$ cat src/rtl/mmu_pkg.sv
// mmu_pkg -- shared definitions for the banked MMU.
//   Register offsets on the 5-bit register select, CTRL/STATUS bit
//   positions, and the functions that derive the window/page widths from
//   NUM_WIN and PHYS_W.
package mmu_pkg;

  localparam logic [4:0] REG_CTRL   = 5'd0;
  localparam logic [4:0] REG_EN     = 5'd1;
  localparam logic [4:0] REG_WP     = 5'd2;
  localparam logic [4:0] REG_STATUS = 5'd3;
  localparam logic [4:0] REG_COMMIT = 5'd4;
  localparam logic [4:0] REG_STAGE  = 5'd8;   // STAGE[i] lives at REG_STAGE + i

  localparam int CTRL_MAP_EN      = 0;
  localparam int CTRL_AUTO_COMMIT = 1;
  localparam int CTRL_IRQ_EN      = 2;

  localparam int STAT_FAULT   = 0;
  localparam int STAT_OVF     = 1;
  localparam int STAT_CLR     = 0;  // write 1 here to clear fault and ovf
  localparam int STAT_WIN_LSB = 4;  // fault_win occupies [7:4]

  // Number of logical address bits that select a window.
  function automatic int win_bits(input int num_win);
    return $clog2(num_win);
  endfunction

  // Width of the in-window offset of the 16-bit logical address.
  function automatic int win_w(input int num_win);
    return 16 - win_bits(num_win);
  endfunction

  // Width of the physical page number driven onto phys_page.
  function automatic int page_w(input int phys_w, input int num_win);
    return phys_w - win_w(num_win);
  endfunction

endpackage

$ cat src/rtl/mmu_wr_edge.sv
// mmu_wr_edge -- one-shot strobe detector.
//   clk, reset_n : clock, asynchronous active-low reset
//   strobe       : level condition (e.g. cs_n=0 && wr_n=0)
//   pulse        : high during the cycle in which strobe is seen at a clock
//                  edge for the first time; the consumer acts on that edge.
// The detector must see strobe low at an edge before it arms. Reset leaves it
// disarmed, so a strobe still held through reset release is not mistaken for
// a fresh one.
module mmu_wr_edge (
  input  logic clk,
  input  logic reset_n,
  input  logic strobe,
  output logic pulse
);

  logic armed;

  always_ff @(posedge clk or negedge reset_n) begin
    if (!reset_n) armed <= 1'b0;
    else          armed <= !strobe;
  end

  assign pulse = strobe && armed;

endmodule

$ cat src/rtl/mmu_banked.sv
// mmu_banked -- banked address-translation unit for a 16-bit CPU.
//   The logical space is split into NUM_WIN windows selected by addr_hi.
//   Each window has a staged and an active page register; the active set
//   drives phys_page, the staged set is what the CPU reads and writes.
// Ports:
//   clk, reset_n      clock, asynchronous active-low reset
//   mreq_n,rd_n,wr_n  CPU memory request and strobes (active-low levels)
//   cs_n, rs          register-file select and register offset
//   addr_hi           logical address bits [15:WIN_W]
//   data_in/data_out  register write data / combinational read data
//   data_oe           read-data drive enable (cs_n=0 and rd_n=0)
//   phys_page         physical page bits [PHYS_W-1:WIN_W]
//   mem_wr_n          memory write strobe, blocked on protected windows
//   irq_n             registered, active-low fault interrupt
// Bus semantics: strobes are levels with no wait states. A register write
// (cs_n=0, wr_n=0) or a protected memory write is acted on exactly once, at
// the first rising edge that sees it; it must be released and reasserted to
// act again.
module mmu_banked
  import mmu_pkg::*;
#(
  parameter int NUM_WIN = 4,
  parameter int PHYS_W  = 20
) (
  input  logic                               clk,
  input  logic                               reset_n,
  input  logic                               mreq_n,
  input  logic                               rd_n,
  input  logic                               wr_n,
  input  logic                               cs_n,
  input  logic [4:0]                         rs,
  input  logic [$clog2(NUM_WIN)-1:0]         addr_hi,
  input  logic [7:0]                         data_in,
  output logic [7:0]                         data_out,
  output logic                               data_oe,
  output logic [page_w(PHYS_W, NUM_WIN)-1:0] phys_page,
  output logic                               mem_wr_n,
  output logic                               irq_n
);

  localparam int AW     = win_bits(NUM_WIN);
  localparam int PAGE_W = page_w(PHYS_W, NUM_WIN);

  logic               map_en, auto_commit, irq_en;
  logic [NUM_WIN-1:0] en_mask, wp_mask;
  logic [PAGE_W-1:0]  stage  [NUM_WIN];
  logic [PAGE_W-1:0]  active [NUM_WIN];
  logic               fault, ovf;
  logic [3:0]         fault_win;

  logic          reg_we, fault_hit;
  logic          win_mapped, prot_wr, status_clr, stage_hit;
  logic [4:0]    rs_off;
  logic [AW-1:0] stage_idx;
  logic [7:0]    status;

  assign rs_off     = rs - REG_STAGE;
  assign stage_hit  = (rs >= REG_STAGE) && (rs_off < 5'(NUM_WIN));
  assign stage_idx  = rs_off[AW-1:0];

  assign win_mapped = map_en && en_mask[addr_hi];
  assign prot_wr    = !mreq_n && !wr_n && win_mapped && wp_mask[addr_hi];
  assign status_clr = reg_we && (rs == REG_STATUS) && data_in[STAT_CLR];

  mmu_wr_edge u_reg_edge (
    .clk     (clk),
    .reset_n (reset_n),
    .strobe  (!cs_n && !wr_n),
    .pulse   (reg_we)
  );

  mmu_wr_edge u_fault_edge (
    .clk     (clk),
    .reset_n (reset_n),
    .strobe  (prot_wr),
    .pulse   (fault_hit)
  );

  // Register file. COMMIT reads STAGE through non-blocking semantics, so the
  // copy always uses the values present before the edge.
  // The mask registers sit on an 8-bit bus: with more than eight windows,
  // window i takes its enable/protect bit from data bit (i mod 8).
  always_ff @(posedge clk or negedge reset_n) begin
    if (!reset_n) begin
      map_en      <= 1'b0;
      auto_commit <= 1'b0;
      irq_en      <= 1'b0;
      en_mask     <= '0;
      wp_mask     <= '0;
      for (int i = 0; i < NUM_WIN; i++) begin
        stage[i]  <= '0;
        active[i] <= '0;
      end
    end else if (reg_we) begin
      case (rs)
        REG_CTRL: begin
          map_en      <= data_in[CTRL_MAP_EN];
          auto_commit <= data_in[CTRL_AUTO_COMMIT];
          irq_en      <= data_in[CTRL_IRQ_EN];
        end
        REG_EN: for (int i = 0; i < NUM_WIN; i++) en_mask[i] <= data_in[i % 8];
        REG_WP: for (int i = 0; i < NUM_WIN; i++) wp_mask[i] <= data_in[i % 8];
        REG_COMMIT: for (int i = 0; i < NUM_WIN; i++) active[i] <= stage[i];
        default: begin
          if (stage_hit) begin
            stage[stage_idx] <= PAGE_W'(data_in);
            if (auto_commit) active[stage_idx] <= PAGE_W'(data_in);
          end
        end
      endcase
    end
  end

  // Fault capture. A new fault outranks a simultaneous clear; a repeat fault
  // while one is pending only flags overflow and keeps the first window.
  always_ff @(posedge clk or negedge reset_n) begin
    if (!reset_n) begin
      fault     <= 1'b0;
      ovf       <= 1'b0;
      fault_win <= 4'h0;
      irq_n     <= 1'b1;
    end else begin
      if (fault_hit) begin
        if (fault && !status_clr) begin
          ovf <= 1'b1;
        end else begin
          fault     <= 1'b1;
          ovf       <= 1'b0;
          fault_win <= 4'(addr_hi);
        end
      end else if (status_clr) begin
        fault <= 1'b0;
        ovf   <= 1'b0;
      end
      irq_n <= !(fault && irq_en);
    end
  end

  always_comb begin
    status                        = 8'h00;
    status[STAT_FAULT]            = fault;
    status[STAT_OVF]              = ovf;
    status[STAT_WIN_LSB +: 4]     = fault_win;
  end

  always_comb begin
    data_out = 8'h00;
    case (rs)
      REG_CTRL: begin
        data_out[CTRL_MAP_EN]      = map_en;
        data_out[CTRL_AUTO_COMMIT] = auto_commit;
        data_out[CTRL_IRQ_EN]      = irq_en;
      end
      REG_EN:     data_out = 8'(en_mask);
      REG_WP:     data_out = 8'(wp_mask);
      REG_STATUS: data_out = status;
      default:    if (stage_hit) data_out = 8'(stage[stage_idx]);
    endcase
  end

  // Unmapped windows pass the logical window number straight through.
  always_comb begin
    phys_page = '0;
    if (!mreq_n) begin
      if (win_mapped) phys_page = active[addr_hi];
      else            phys_page = PAGE_W'(addr_hi);
    end
  end

  assign mem_wr_n = prot_wr ? 1'b1 : wr_n;
  assign data_oe  = !cs_n && !rd_n;

endmodule

$ cat config.mk
export PLATFORM = sky130hd
export DESIGN_NAME = mmu_banked
export DESIGN_NICKNAME = d
export VERILOG_FILES = /design/src/rtl/mmu_pkg.sv /design/src/rtl/mmu_wr_edge.sv /design/src/rtl/mmu_banked.sv
export SDC_FILE = /design/constraint.sdc
export NUM_CORES = 1
export LEC_CHECK = 0
export BUFFER_PORTS_ARGS = -buffer_cell sky130_fd_sc_hd__buf_2
export CORE_MARGIN = 4
export CORE_UTILIZATION = 59
export CTS_CLUSTER_DIAMETER = 80
export DETAILED_ROUTE_END_ITERATION = 7
export MAX_ROUTING_LAYER = met4
export PLACE_DENSITY = 0.85
export SKIP_CTS_REPAIR_TIMING = 1
export SKIP_LAST_GASP = 1
export SLEW_MARGIN = 20
export SYNTH_ARGS = -nofsm -noshare
export SYNTH_HDL_FRONTEND = slang
export SYNTH_HIERARCHICAL = 1
export SYNTH_SLANG_ARGS = --single-unit
$ cat constraint.sdc
create_clock -name clk -period 2.45 [get_ports clk]
set_input_delay 0.245 -clock clk [delete_from_list [all_inputs] [get_ports clk]]
set_output_delay 0.245 -clock clk [all_outputs]
set_load 0.02 [all_outputs]
== Yosys cells after proc, flatten, opt, wreduce, memory -nomap -nowiden ==
Cells that the tools add are included.

* Register bits: 66
* Latch bits: 0
* Bits in writable memories: 0
* Bits in read-only memories: 0
* Input bits: 21
* Output and inout bits: 17
* Word-level logic and storage cells: 99
* Memories kept: 0

* $add $sub $neg: 1
* $mul: 0
* Divide/modulo/power cells: 0
* Magnitude comparators: 6
* Eq/ne operators: 5
* Shift operators: 0
* Muxes and demuxes: 28
* Bitwise operators: 5
* Reductions and logical operators: 35

{| class="wikitable"
|+ Operator list
! kind !! count
|-
| $bwmux 24 || 2
|-
| $mux 24 || 2
|-
| $mux 6 || 8
|-
| $pmux 24 s2 || 1
|-
| $bmux 6 s2 || 2
|-
| $pmux 5 s4 || 1
|-
| $logic_and 1x1->1 || 14
|-
| $demux 6 s2 || 1
|-
| $pmux 3 s4 || 1
|-
| $eq 5x2->1 const B || 2
|-
| $reduce_and 2->1 || 5
|-
| $logic_not 1->1 || 8
|-
| $mux 1 || 8
|-
| $ge 3x3->1 const B || 2
|-
| $not 2->3 || 2
|-
| $reduce_bool 2->1 || 3
|-
| $eq 5x1->1 const B || 1
|-
| $eq 5x3->1 const B || 1
|-
| $ge 5x4->1 const B || 1
|-
| $logic_not 5->1 || 1
|-
| $lt 5x3->1 const B || 1
|-
| $sub 5x4->5 const B || 1
|-
| $bmux 1 s2 || 2
|-
| $reduce_and 4->1 || 1
|-
| other kinds (7) || 9
|}

== Longest topological paths before layout ==
* Depth in word-level cells: 10
* Gate-level depth with buffers: 8
* Depth with buffers taken out: 7

== By module ==
Netlist, hierarchy kept.

{| class="wikitable"
|+ By module, submodules not included
! module !! times used !! cells an instance !! area each (µm²) !! seq. area each (µm²)
|-
| mmu_banked || 1 || 282 || 3,691.0 || 1,602.8
|-
| mmu_wr_edge || 2 || 3 || 35.0 || 25.0
|}

== Least setup slack after synthesis ==
Ideal clock, no wire load.

* Path kind: register to register
* From: reg en_mask[3]
* To: reg fault_win[0]
* Library setup time: 125 ps
* Arrival time: 1,865 ps
* Data required time: 2,325 ps
* Setup slack: 461 ps
* Stages on the path, launching flop included: 8
* Buffers on the path: 0
* Period minus slack after synthesis: 1,989 ps
* Path through: dfrtp_1 > mux4_2 > nand3b_1 > nor3_1 > and2_1 > nor2b_1 > a41o_1 > mux2_2

* Cells in the longest elaborated chain, start to end: 7

{| class="wikitable"
|+ RTL lines
! item !! RTL line !! text
|-
| from (decl) || mmu_banked.sv:45 || <nowiki>logic [NUM_WIN-1:0] en_mask, wp_mask;</nowiki>
|-
| from (signal assigned) || mmu_banked.sv:88 || <nowiki>en_mask <= '0;</nowiki>
|-
| $bmux 1 s2 || mmu_banked.sv:61 || <nowiki>assign win_mapped = map_en && en_mask[addr_hi];</nowiki>
|-
| $mux 1 (not written as such) || mmu_banked.sv:61 ||
|-
| $logic_and 1x1->1 || mmu_banked.sv:61 ||
|-
| $logic_and 1x1->1 (2 in a row) || mmu_banked.sv:62 || <nowiki>assign prot_wr = !mreq_n && !wr_n && win_mapped && wp_mask[addr_hi];</nowiki>
|-
| net prot_wr || mmu_banked.sv:52 || <nowiki>logic win_mapped, prot_wr, status_clr, stage_hit;</nowiki>
|-
| $logic_and 1x1->1 || mmu_wr_edge.sv:23 || <nowiki>assign pulse = strobe && armed;</nowiki>
|-
| net fault_hit || mmu_banked.sv:51 || <nowiki>logic reg_we, fault_hit;</nowiki>
|-
| $reduce_and 2->1 (no source line) || -- ||
|-
| to (signal assigned) || mmu_banked.sv:129 || <nowiki>fault_win <= 4'(addr_hi);</nowiki>
|-
| to (decl) || mmu_banked.sv:49 || <nowiki>logic [3:0] fault_win;</nowiki>
|}

The timed path passes the listed nets, and every way through them passes these cells. The select of a mux whose other input is x is not followed.
A chain may end at the register's enable or synchronous reset.

== Worst setup path after layout ==
Same ends and word-level chain as after synthesis.

==> flow_summary_export.csv <==
group,metric,value,unit
status,status,"complete, no violations",
synth,synth_area_leaders,"dfrtp_1 43%, mux2_2 15%, mux4_2 7.2%, a32oi_1 2.8%, clkbuf_8 1.5%",
synth,synth_top_area_share,43.25,%
finish,nNetsFinal,343,
timing,fin_hold_ws,104.0,ps
timing,finalSetupViolCount,0,
clock_network,numCtsBuffers,9,
detailed_routing,vias,2764,
pwr,switching_share,26.40,%
clock_network,clock-sinks,66,
finish,utilization,69.14,%
timing,fin_tns_setup,0,ps
detailed_routing,drcViolationCount,0,
pwr,cellPowerDensity,679.6,nW/um2
worst_setup_path,rr_endpoint,"fault_win[0]$_DFFE_PN0P_",
clock_network,ctsHtreeMaxLevel,3,
clock_network,clk_latency,350,ps
timing,finalCritPeriodShare,84.98,%
timing,slew_violations,0,
synth,synth-seq-cells,66,
worst_setup_path,path_class,"reg -> reg",
synth,syn_inst,288,
synth,yosysWarnings,6,
finish,final_cells,402,
worst_setup_path,crit_path_max_incr_delay,480,ps
worst_setup_path,cp-end-kind,"flop",
worst_setup_path,worstSetupStartpoint,"en_mask[3]$_DFFE_PN0P_",
grt,grt_pass1_wl,14950,um
synth,synthArstFlopShare,100.0,%
floorplan,ios,38,
timing,rsz0062_at_grt,"no",
finish,n_antenna_cell,0,
synth,synth.largest_area_cell,"dfrtp_1",
floorplan,floorplan.die_area,7716,um2
synth,synth.most_common_cell,"dfrtp_1",
worst_setup_path,critPathLaunchType,"flop",
grt,overflow,0,
clock_network,cts_root_buffer,"clkbuf_8",
worst_setup_path,reg2reg_slack,370,ps
timing,worstMarginPinSlew,613.5,ps
detailed_routing,wirelength,9571,um
grt,grt_max_degree,25,
synth,synth-seq-area-share,43.95,%
placement,place_congestion,0.9509,
synth,yosys.cell_types.count,63,
worst_setup_path,cp-endpoint,"fault_win[0]$_DFFE_PN0P_",
synth,synthTopCellsByCount,"65 x dfrtp_1, 51 x mux2_2, 13 x inv_1",
timing,finalHoldViolations,0,
synth,syn_avg_cell_area,13.06,um2
placement,dpl.hpwl,6523,um
detailed_routing,drt_first_pass_iters,5,
worst_setup_path,crit_chain,"mux4_2 -> nand3b_1 -> nor3_1 -> and2_1 -> nor2b_1 -> a41o_1 -> mux2_2",
worst_setup_path,cp.arrival,2310,ps
timing,skew,7.664,ps
timing,maxSlewHeadroom,59.06,%
floorplan,initial_utilization,62.06,%
synth,synth_area,3761,um2
detailed_routing,postRouteAntennaNets,0,
pwr,p_total,2.848,mW
grt,antenna_found_initial,0,
grt,grtUsageTotal,27.61,%
worst_setup_path,cp_max_fo,5,
timing,fmax,0.4803,GHz
detailed_routing,viasPerCell,6.876,
grt,grt_pass1_vias,2789,
detailed_routing,wl_per_cell,23.81,um
floorplan,core-area,6061,um2
run,cap_violations,0,
clock_network,cts.clk_slew.worst_paths,70,ps
pwr,pwr-share-seq,45.6,%
worst_setup_path,slowest_stage,"mux4_2",
placement,numPortBuffers,33,
synth,synth_ff_type,"dfrtp_1",
pwr,p_sw,0.7519,mW
finish,areaGrowthSynthToFinish,11.41,%
pwr,peakVddDrop,606.2,uV
worst_setup_path,cp.required,2680,ps
worst_setup_path,r2r-start,"en_mask[3]$_DFFE_PN0P_",
pwr,p_leak,1.949,nW
floorplan,die_h,87.84,um
pwr,p_int,2.096,mW
clock_network,clk_path_buf_depth,2,
timing,period_needed,2082,ps
detailed_routing,drtIter0Drc,277,
pwr,clockPowerShare,40.1,%
placement,dp_cells,385,
finish,final_layout_size_suffix_gt1_share,43.73,%
pwr,combPwrFrac,14.4,%
synth,synth-edff-count,0,
floorplan,rows,28,
clock_network,cts_tree,"done",
worst_setup_path,reg2reg_depth,7,
worst_hold_path,min_path_type,"in -> reg",
floorplan,die_w,87.84,um
-- layer usage --
metal  vias to the layer above  wire, um  GRT usage [%]
met5                         -         0              -
met4                         0       257          12.97
met3                        28       688          5.080
met2                       139      4798          42.05
met1                      1414      3827          35.92
li1                       1183         -              -
-- worst max-delay path, delay by kind of cell, from the launching register on --
kind | cells | cell delay, ps
flip-flops | 1 | 450
multiplexers | 2 | 750
AO/OA/AOI/OAI | 1 | 230
AND/OR/NAND/NOR | 4 | 550
-- metrics by stage --
stage	area (um2)	setup slack, ps
floorplan	3765	460.8
global placement	3931	373.0
detailed placement	3931	287.7
CTS	4180	362.2
global route	4190	295.4
finish	4190	368.0
-- worst min-delay path by stage --
stage | from | slack [ps] | to | depth (start not counted)
6_report | cs_n | 100 | u_reg_edge/armed$_DFF_PN0_ | 3
5_1_grt | cs_n | 120 | u_reg_edge/armed$_DFF_PN0_ | 3
4_1_cts | reset_n | -140 | map_en$_DFFE_PN0P_ | 1
3_5_place_dp | reset_n | 230 | u_reg_edge/armed$_DFF_PN0_ | 1
3_3_place_gp | reset_n | 220 | u_reg_edge/armed$_DFF_PN0_ | 1
2_1_floorplan | reset_n | -50 | active[0]$_DFFE_PN0P_ | 0
-- cells by family after synthesis --
kind of cell | count (synthesis) | share of synthesized area [%]
simple gates | 55 | 11.51
other cells | 1 | 0.09970
mux | 69 | 24.48
compound gates | 60 | 13.81
flops | 66 | 43.95
buf+inv | 37 | 6.154
-- power by group through the flow --
stage          registers [mW]  logic, mW  clock network, mW
2_1_floorplan            1.27      0.308                  0
3_3_place_gp             1.30      0.388                  0
3_5_place_dp             1.31      0.404                  0
4_1_cts                  1.29      0.407               1.15
5_1_grt                  1.31      0.444               1.19
6_report                 1.30      0.409               1.14
-- state kept, by name, indices dropped and copies added (netlist names) --
name                flops
active                 24
stage                  24
en_mask                 4
wp_mask                 4
fault_win               2
auto_commit             1
fault                   1
irq_en                  1
irq_n                   1
map_en                  1
ovf                     1
u_fault_edge/armed      1
u_reg_edge/armed        1
-- area by class of cell --
cell class / instances / area (um2)
Clock inverter: 7 / 125.1
Tap cell: 75 / 93.84
Clock buffer: 9 / 123.9
Multi-Input combinational cell: 186 / 1881
Fill cell: 432 / 1871
Inverter: 13 / 48.80
Sequential cell: 66 / 1653
Timing Repair Buffer: 46 / 265.3
-- placed cells by master, fill, tap and decap left out, types with 5 or more instances in the layout --
cell type and instances:
nor2b_1 8, buf_4 12, a2bb2oi_1 6, dfrtp_1 65, mux2i_1 5, a32oi_1 12
o32ai_1 6, inv_1 13, mux2_2 51, nand2_1 8, clkbuf_8 9, buf_2 33
o2bb2ai_1 5, mux4_2 12, o22ai_1 7
No activity file was read; power rests on OpenSTA's default activity.
